===== src/rtl/mem_arbiter_if.sv =====
// Bus bundle between the cache/write-back requesters, the memory port and the
// read-return path of mem_arbiter.
interface mem_arbiter_if #(
  parameter int ADDR_W = 10,
  parameter int DATA_W = 32
);
  logic              rd_req;
  logic [ADDR_W-1:0] rd_addr;
  logic              rd_gnt;
  logic              wr_req;
  logic [ADDR_W-1:0] wr_addr;
  logic [DATA_W-1:0] wr_data;
  logic              wr_gnt;
  logic              mem_en;
  logic              mem_we;
  logic [ADDR_W-1:0] mem_addr;
  logic [DATA_W-1:0] mem_wdata;
  logic [DATA_W-1:0] mem_rdata;
  logic              rsp_valid;
  logic [ADDR_W-1:0] rsp_addr;
  logic [DATA_W-1:0] rsp_data;
  logic              rsp_ready;
  logic              busy;

  // The arbiter side.
  modport slave (
    input  rd_req, rd_addr, wr_req, wr_addr, wr_data, mem_rdata, rsp_ready,
    output rd_gnt, wr_gnt, mem_en, mem_we, mem_addr, mem_wdata,
           rsp_valid, rsp_addr, rsp_data, busy
  );

  // Requesters, memory and return path seen together from outside.
  modport master (
    output rd_req, rd_addr, wr_req, wr_addr, wr_data, mem_rdata, rsp_ready,
    input  rd_gnt, wr_gnt, mem_en, mem_we, mem_addr, mem_wdata,
           rsp_valid, rsp_addr, rsp_data, busy
  );
endinterface


===== src/rtl/mem_arbiter.sv =====
// Single-port memory arbiter: read priority, same-address write-first hazard rule.
// Optional write anti-starvation counter enabled by defining MEM_ARB_STARVE_EN.
module mem_arbiter #(
  parameter int ADDR_W       = 10,
  parameter int DATA_W       = 32,
  parameter int STARVE_LIMIT = 4
) (
  input  logic          clock,
  input  logic          reset,
  mem_arbiter_if.slave  bus
);

  typedef enum logic [2:0] {
    IDLE     = 3'd0,
    RD_ISSUE = 3'd1,
    RD_CAPT  = 3'd2,
    RSP      = 3'd3,
    WR_ISSUE = 3'd4
  } state_t;

  state_t            state_reg, state_next;
  logic [ADDR_W-1:0] addr_reg, addr_next;
  logic [DATA_W-1:0] wdata_reg, wdata_next;
  logic [DATA_W-1:0] rdata_reg, rdata_next;

  logic rd_gnt_c, wr_gnt_c;
  logic mem_en_c, mem_we_c, rsp_valid_c;
  logic hazard, starve_hit, pick_wr;

  // A same-address pair must see the write land before the read samples memory.
  assign hazard  = bus.rd_req && bus.wr_req && (bus.rd_addr == bus.wr_addr);
  assign pick_wr = bus.wr_req && (!bus.rd_req || hazard || starve_hit);

`ifdef MEM_ARB_STARVE_EN
  localparam int CNT_W = (STARVE_LIMIT < 1) ? 1 : $clog2(STARVE_LIMIT + 1);

  logic [CNT_W-1:0] starve_cnt_reg, starve_cnt_next;

  assign starve_hit = (starve_cnt_reg == CNT_W'(STARVE_LIMIT));

  always_comb begin
    starve_cnt_next = starve_cnt_reg;
    if (state_reg == IDLE) begin
      if (wr_gnt_c || !bus.wr_req) begin
        starve_cnt_next = '0;
      end else if (rd_gnt_c && !starve_hit) begin
        starve_cnt_next = starve_cnt_reg + CNT_W'(1);
      end
    end
  end

  always_ff @(posedge clock) begin
    if (reset) begin
      starve_cnt_reg <= '0;
    end else begin
      starve_cnt_reg <= starve_cnt_next;
    end
  end
`else
  logic unused_starve_limit;

  assign starve_hit          = 1'b0;
  assign unused_starve_limit = (STARVE_LIMIT != 0);
`endif

  always_ff @(posedge clock) begin
    if (reset) begin
      state_reg <= IDLE;
      addr_reg  <= '0;
      wdata_reg <= '0;
      rdata_reg <= '0;
    end else begin
      state_reg <= state_next;
      addr_reg  <= addr_next;
      wdata_reg <= wdata_next;
      rdata_reg <= rdata_next;
    end
  end

  always_comb begin
    state_next  = state_reg;
    addr_next   = addr_reg;
    wdata_next  = wdata_reg;
    rdata_next  = rdata_reg;
    rd_gnt_c    = 1'b0;
    wr_gnt_c    = 1'b0;
    mem_en_c    = 1'b0;
    mem_we_c    = 1'b0;
    rsp_valid_c = 1'b0;

    case (state_reg)
      IDLE: begin
        if (pick_wr) begin
          wr_gnt_c   = 1'b1;
          addr_next  = bus.wr_addr;
          wdata_next = bus.wr_data;
          state_next = WR_ISSUE;
        end else if (bus.rd_req) begin
          rd_gnt_c   = 1'b1;
          addr_next  = bus.rd_addr;
          state_next = RD_ISSUE;
        end
      end
      RD_ISSUE: begin
        mem_en_c   = 1'b1;
        state_next = RD_CAPT;
      end
      RD_CAPT: begin
        rdata_next = bus.mem_rdata;
        state_next = RSP;
      end
      RSP: begin
        rsp_valid_c = 1'b1;
        if (bus.rsp_ready) begin
          state_next = IDLE;
        end
      end
      WR_ISSUE: begin
        mem_en_c   = 1'b1;
        mem_we_c   = 1'b1;
        state_next = IDLE;
      end
      default: begin
        state_next = IDLE;
      end
    endcase
  end

  // Outputs are forced quiet while reset is high, whatever state is still registered.
  assign bus.rd_gnt    = rd_gnt_c    & ~reset;
  assign bus.wr_gnt    = wr_gnt_c    & ~reset;
  assign bus.mem_en    = mem_en_c    & ~reset;
  assign bus.mem_we    = mem_we_c    & ~reset;
  assign bus.rsp_valid = rsp_valid_c & ~reset;
  assign bus.busy      = (state_reg != IDLE) & ~reset;
  assign bus.mem_addr  = reset ? '0 : addr_reg;
  assign bus.mem_wdata = reset ? '0 : wdata_reg;
  assign bus.rsp_addr  = reset ? '0 : addr_reg;
  assign bus.rsp_data  = reset ? '0 : rdata_reg;

endmodule


===== src/flat_wrapper.sv =====
// flat-port wrapper written by rule: the top's interface ports become plain ports
module mem_arbiter_flat 
#(
  parameter int ADDR_W       = 10,
  parameter int DATA_W       = 32,
  parameter int STARVE_LIMIT = 4
)
  (clock, reset, bus_rd_req, bus_rd_addr, bus_wr_req, bus_wr_addr, bus_wr_data, bus_mem_rdata, bus_rsp_ready, bus_rd_gnt, bus_wr_gnt, bus_mem_en, bus_mem_we, bus_mem_addr, bus_mem_wdata, bus_rsp_valid, bus_rsp_addr, bus_rsp_data, bus_busy);
  mem_arbiter_if #(.ADDR_W(ADDR_W), .DATA_W(DATA_W)) bus_i ();
  input  logic clock;
  input  logic reset;
  input wire logic [$bits(bus_i.rd_req)-1:0] bus_rd_req;
  input wire logic [$bits(bus_i.rd_addr)-1:0] bus_rd_addr;
  input wire logic [$bits(bus_i.wr_req)-1:0] bus_wr_req;
  input wire logic [$bits(bus_i.wr_addr)-1:0] bus_wr_addr;
  input wire logic [$bits(bus_i.wr_data)-1:0] bus_wr_data;
  input wire logic [$bits(bus_i.mem_rdata)-1:0] bus_mem_rdata;
  input wire logic [$bits(bus_i.rsp_ready)-1:0] bus_rsp_ready;
  output wire logic [$bits(bus_i.rd_gnt)-1:0] bus_rd_gnt;
  output wire logic [$bits(bus_i.wr_gnt)-1:0] bus_wr_gnt;
  output wire logic [$bits(bus_i.mem_en)-1:0] bus_mem_en;
  output wire logic [$bits(bus_i.mem_we)-1:0] bus_mem_we;
  output wire logic [$bits(bus_i.mem_addr)-1:0] bus_mem_addr;
  output wire logic [$bits(bus_i.mem_wdata)-1:0] bus_mem_wdata;
  output wire logic [$bits(bus_i.rsp_valid)-1:0] bus_rsp_valid;
  output wire logic [$bits(bus_i.rsp_addr)-1:0] bus_rsp_addr;
  output wire logic [$bits(bus_i.rsp_data)-1:0] bus_rsp_data;
  output wire logic [$bits(bus_i.busy)-1:0] bus_busy;
  assign bus_i.rd_req = bus_rd_req;
  assign bus_i.rd_addr = bus_rd_addr;
  assign bus_i.wr_req = bus_wr_req;
  assign bus_i.wr_addr = bus_wr_addr;
  assign bus_i.wr_data = bus_wr_data;
  assign bus_i.mem_rdata = bus_mem_rdata;
  assign bus_i.rsp_ready = bus_rsp_ready;
  assign bus_rd_gnt = bus_i.rd_gnt;
  assign bus_wr_gnt = bus_i.wr_gnt;
  assign bus_mem_en = bus_i.mem_en;
  assign bus_mem_we = bus_i.mem_we;
  assign bus_mem_addr = bus_i.mem_addr;
  assign bus_mem_wdata = bus_i.mem_wdata;
  assign bus_rsp_valid = bus_i.rsp_valid;
  assign bus_rsp_addr = bus_i.rsp_addr;
  assign bus_rsp_data = bus_i.rsp_data;
  assign bus_busy = bus_i.busy;
  mem_arbiter #(.ADDR_W(ADDR_W), .DATA_W(DATA_W), .STARVE_LIMIT(STARVE_LIMIT)) u_core (.clock(clock), .reset(reset), .bus(bus_i));
endmodule

===== config.mk =====
export PLATFORM = sky130hd
export DESIGN_NAME = mem_arbiter_flat
export DESIGN_NICKNAME = d
export VERILOG_FILES = /design/src/rtl/mem_arbiter_if.sv /design/src/rtl/mem_arbiter.sv /design/src/flat_wrapper.sv
export SDC_FILE = /design/constraint.sdc
export NUM_CORES = 1
export LEC_CHECK = 0
export CAP_MARGIN = 20
export CORE_MARGIN = 5
export CORE_UTILIZATION = 45
export CTS_CLUSTER_DIAMETER = 50
export DETAILED_ROUTE_END_ITERATION = 10
export GPL_TIMING_DRIVEN = 0
export MAX_ROUTING_LAYER = met4
export PLACE_DENSITY = 0.85
export SLEW_MARGIN = 20
export SYNTH_ARGS = -nofsm -noshare
export SYNTH_HDL_FRONTEND = slang
export SYNTH_SLANG_ARGS = --single-unit
export TNS_END_PERCENT = 10

===== constraint.sdc =====
create_clock -name clock -period 2.6 [get_ports clock]
set_input_delay 0.52 -clock clock [delete_from_list [all_inputs] [get_ports clock]]
set_output_delay 0.52 -clock clock [all_outputs]
set_load 0.03 [all_outputs]

; ---- After elaboration in Yosys (flattened, before gate mapping)
; Index checks and enable logic that the tools add are counted.
[classes]
eq_ne = 7
div = 0
add_sub_neg = 0
n_mux = 17
n_reduce_logical = 12
shift = 0
n_bitwise = 7
n_mul = 0
n_lt_le_gt_ge = 0
[ops]
columns = operator, count
row1 = two-way mux 32 bit, 2
row2 = two-way mux 10 bit, 3
row3 = case mux 3 bit (4 select lines), 1
row4 = == test 10 bit, 1
row5 = two-way mux 3 bit, 3
row6 = two-way mux 1 bit, 8
row7 = AND 1 bit, 6
row8 = "== test 3 x 2 -> 1 bit, second input constant", 2
row9 = AND reduction 2 bit, 3
row10 = "== test 3 x 1 -> 1 bit, second input constant", 1
row11 = "== test 3 bit, second input constant", 1
row12 = logical AND 1 bit, 3
row13 = zero test 3 bit, 1
row14 = "inequality test 3 x 2 -> 1 bit, second input constant", 1
row15 = nonzero test 3 bit, 1
row16 = "inequality test 2 bit, second input constant", 1
row17 = nonzero test 2 bit, 1
row18 = OR reduction 2 bit, 1
row19 = zero test 1 bit, 1
row20 = logical OR 1 bit, 1
row21 = NOT 1 bit, 1
[totals]
register_bits = 77
rom_bits = 0
out_inout_bits = 90
latchBits = 0
in_bits = 89
mem_bits_rw = 0
n_memories = 0
elab_cells = 47

; ---- Logic depth before layout (Yosys ltp)
[depth]
depth_word = 7
mapped_depth = 7
depth_no_buf = 5

; ---- Worst setup path before layout
; OpenSTA, ideal clock, no wires.
[synth_timing]
kind = input -> output
from = input port bus_rd_addr[3]
to = output port bus_rd_gnt
path_stages = 6
path_slack_ns = -0.138
n_path_buf = 2
t_arrival_ns = 2.218
t_required_ns = 2.080
path_cell_list = xnor2_1 and4_1 and3_1 buf_6 buf_6 nor4_1
[synth_via]
elab_chain_cells = 7
[synth_lines]
columns = item, line_no
row1 = start: declaration, flat_wrapper.sv:13  ; input wire logic [$bits(bus_i.rd_addr)-1:0] bus_rd_addr;
row2 = == test 10 bit, mem_arbiter.sv:31  ; assign hazard = bus.rd_req && bus.wr_req && (bus.rd_addr == bus.wr_addr);
row3 = logical AND 1 bit, mem_arbiter.sv:31
row4 = logical OR 1 bit, mem_arbiter.sv:32  ; assign pick_wr = bus.wr_req && (!bus.rd_req || hazard || starve_hit);
row5 = logical AND 1 bit, mem_arbiter.sv:32
row6 = two-way mux 1 bit, mem_arbiter.sv:93  ; if (pick_wr) begin
row7 = two-way mux 1 bit, mem_arbiter.sv:91  ; case (state_reg)
row8 = AND 1 bit, mem_arbiter.sv:130  ; assign bus.rd_gnt = rd_gnt_c & ~reset;
row9 = end: declaration, flat_wrapper.sv:19  ; output wire logic [$bits(bus_i.rd_gnt)-1:0] bus_rd_gnt;
; Every way passes these cells.

; ---- Final worst setup path
[layout_timing]
from = input port bus_wr_addr[2]
to = output port bus_wr_gnt
[layout_via]
elab_chain_cells = 7
[layout_lines]
columns = item, line_no
row1 = start: declaration, flat_wrapper.sv:15  ; input wire logic [$bits(bus_i.wr_addr)-1:0] bus_wr_addr;
row2 = == test 10 bit, mem_arbiter.sv:31
row3 = logical AND 1 bit, mem_arbiter.sv:31
row4 = logical OR 1 bit, mem_arbiter.sv:32
row5 = logical AND 1 bit, mem_arbiter.sv:32
row6 = two-way mux 1 bit, mem_arbiter.sv:93
row7 = two-way mux 1 bit, mem_arbiter.sv:91
row8 = AND 1 bit, mem_arbiter.sv:131  ; assign bus.wr_gnt = wr_gnt_c & ~reset;
row9 = end: declaration, flat_wrapper.sv:20  ; output wire logic [$bits(bus_i.wr_gnt)-1:0] bus_wr_gnt;
; Every way passes these cells.

==> results_dict.tcl <==
set metrics [dict create \
    status "complete, no violations" \
    clk_latency_ns 0.36 \
    slew_viol_final 0 \
    synth_area_mm2 0.00397 \
    ant_nets 0 \
    power_leakage_nw 2.68 \
    power-per-cell-area_mw_per_mm2 492 \
    clock_skew_ns 0.0116 \
    die_area_mm2 0.0108 \
    ios 179 \
    fmaxAchievable_ghz 0.389 \
    cts_root_buf "clkbuf_8" \
    synth_top_family_by_area "simple AND/OR/NAND/NOR gates" \
    clockBufferDepth 2 \
    finalPower_w 0.00305 \
    vias_per_cell 5.41 \
    synth_edf_count 0 \
    drive_gt1_share_pct 10.5 \
    hold_viol_final 0 \
    synth-seq-cells 77 \
    tightestPinTransition_ns 0.526 \
    fp.coreArea_mm2 0.00868 \
    grt_pass1_vias 4561 \
    syn2layout_area_growth_pct 56.0 \
    drt-pass1-iter-count 5 \
    syn-num-nets 607 \
    diodes 0 \
    numCtsBuffers 9 \
    ys_warn_count 0 \
    synthMuxAreaShare_pct 0 \
    grt_pass1_wl_mm 22.5 \
    crit_type "in2out" \
    die_y_um 104 \
    cts.sinks 77 \
    multiInputGateArea_mm2 0.00216 \
    finalInstanceArea_mm2 0.00620 \
    cp.arrival_ns 2.05 \
    max_stage_delay_ns 0.45 \
    ys.flop_type "dfxtp_1" \
    syn_inst 518 \
    wl_mm 13.9 \
    grt_util_all_layers_pct 25.4 \
    synthTopCellsByArea "dfxtp_1, nor2b_1, nand2_1, nand3_1, o2111ai_1" \
    synth_area_leader_cell "dfxtp_1" \
    finalCritPeriodShare_pct 99.0 \
    async_reset_ff_share_pct 0 \
    die_x_um 104 \
    rsz0062_at_grt "true" \
    setup_viol 0 \
    place_area_mm2 0.00588 \
    nFillCells 720 \
    start_util_pct 45.8 \
    crit_required_ns 2.08 \
    port_buffers 177 \
    cp-end-kind "output port" \
    synthAdderAreaFrac_pct 0 \
    grt_overflow 0 \
    cts.hold.buffers_added 0 \
    nets 801 \
    gp_congestion 0.855 \
    cp_max_fo 9 \
    grt_max_degree 18 \
    hold_class "reg2reg" \
    synth_simple_gate_area_share_pct 35.0 \
    relSlewSlack_pct 64.9 \
    synth-xor-area-share_pct 2.43 \
    synth_top_area_share_pct 38.8 \
    fp-row-count 34 \
    slowest_stage "clkdlybuf4s50_1" \
    num_vias 4461 \
    yosysSeqAreaShare_pct 38.8 \
    min_period_ns 2.57 \
    cp-start-kind "input port" \
    drt_iter0_markers 204 \
    synth.distinct_cells 32 \
    fin_ws_ns 0.0268 \
    cts_htree_levels 3 \
    wl_per_cell_um 16.9 \
    critPathTopFamily "buffers and inverters" \
    cap_violations 0 \
    antenna_found_initial 0 \
    clkTransAtPathRegs_ns 0.08 \
    seqCellArea_mm2 0.00154 \
    syn_avg_cell_area_um2 7.67 \
    route.detailed.drc 0 \
    cp_num_buf_inv 2 \
    dp_slack_ns -0.857 \
    max-vdd-ir-drop_mv 0.329 \
    path_cells "clkdlybuf4s50_1 > xor2_1 > nor3_2 > nand3_4 > a211oi_2 > buf_4" \
    synth_compound_area_share_pct 15.3 \
    cts_tree "done" \
    hpwl_mm 10.4 \
]
[layer usage]
layer | up-vias | part of all wire (%) | track usage [%]
met5 | - | 0 | -
met4 | 0 | 2.0 | 8.51
li1 | 2180 | - | -
met1 | 2054 | 41 | 29.4
met3 | 25 | 7.8 | 6.64
met2 | 202 | 49 | 42.9
[cells in the final DEF (no fill, tap or decap), types with 2 or more instances in the layout]
| master | instances |
|---|---|
| a211oi_1 | 11 |
| a21oi_1 | 33 |
| and3_1 | 2 |
| buf_2 | 10 |
| buf_4 | 26 |
| buf_6 | 4 |
| clkbuf_1 | 29 |
| clkbuf_2 | 7 |
| clkbuf_8 | 9 |
| clkdlybuf4s50_1 | 124 |
| clkinv_2 | 2 |
| clkinvlp_4 | 2 |
| dfxtp_1 | 77 |
| dlygate4sd2_1 | 28 |
| dlymetal6s2s_1 | 19 |
| inv_1 | 2 |
| nand2_1 | 97 |
| nand3_1 | 64 |
| nor2_1 | 5 |
| nor2b_1 | 74 |
| nor3_1 | 10 |
| nor4_1 | 9 |
| o2111ai_1 | 32 |
| o21ai_0 | 8 |
| o21ai_1 | 2 |
| xnor2_1 | 4 |
| xor2_1 | 3 |
| xor2_2 | 4 |
[Yosys cell counts (8+ instances only)]
library cell / number
nand3_1: 64
buf_4: 10
o2111ai_1: 32
a211oi_1: 12
nor2b_1: 75
buf_2: 11
clkbuf_1: 37
o21ai_0: 8
nor3_1: 12
nor4_1: 10
nand2_1: 98
a21oi_1: 33
dfxtp_1: 77
[through the flow]
| stage | hold WS [ns] | util [%] | setup TNS [ns] | cells |
|---|---|---|---|---|
| 6_report | 0.453 | 71.4 | 0 | 825 |
| 3_3_place_gp | 0.438 | 67.8 | -16.76 | 803 |
| 2_1_floorplan | 0.432 | - | -0.0777 | 518 |
| 5_1_grt | 0.472 | 71.4 | -0.117 | 825 |
| 4_1_cts | 0.453 | 70.1 | -0.111 | 818 |
| 3_5_place_dp | 0.442 | 67.8 | -17.64 | 803 |
[logic make-up after synthesis]
logic type / count (synthesis)
AND/OR/NAND/NOR: 274
buffers and inverters: 66
XOR/XNOR: 11
flip-flops: 77
AO/OA/AOI/OAI: 90
[power breakdown]
part	total (W)	internal, W	switching [W]
registers	0.00130	0.00127	0.0000304
clock network	0.000900	0.000442	0.000457
logic	0.000847	0.000358	0.000489
total	0.00305	0.00207	0.000977
[what timing repair did]
action,4_1_cts,5_1_grt
setup endpoints to repair,66,23
setup buffers,1,8
pin swaps,7,2
gates resized for setup,61,26
cloned,0,0
[worst reg2reg max path, cell delays in order (launching register included)]
cell and delay (ns):
dfxtp_1 0.30, buf_2 0.16, or3_1 0.37, buf_2 0.20
nor2_4 0.27, o21ai_0 0.15, nor3_1 0.26
[worst paths after layout]
check | start | cells past startpoint | to | slack (ns)
setup / recovery | bus_wr_addr[2] | 6 | bus_wr_gnt | 0.03
setup reg to reg | u_core.state_reg[2]$_SDFFE_PP0P_ | 6 | u_core.addr_reg[6]$_SDFFE_PP0P_ | 0.81
hold / removal | u_core.rdata_reg[20]$_SDFFE_PP0N_ | 2 | u_core.rdata_reg[20]$_SDFFE_PP0N_ | 0.45
hold reg to reg | u_core.rdata_reg[20]$_SDFFE_PP0N_ | 2 | u_core.rdata_reg[20]$_SDFFE_PP0N_ | 0.45
[final cells by class]
| cell class | instances | area share [%] |
|---|---|---|
| Clock buffer | 10 | 2.06 |
| Clock inverter | 6 | 1.03 |
| Sequential cell | 77 | 24.9 |
| Buffer | 61 | 5.19 |
| Timing Repair Buffer | 186 | 29.6 |
| Inverter | 2 | 0.121 |
| Multi-Input combinational cell | 375 | 34.9 |
| Tap cell | 108 | 2.18 |
Power figures use the tool's default switching activity.
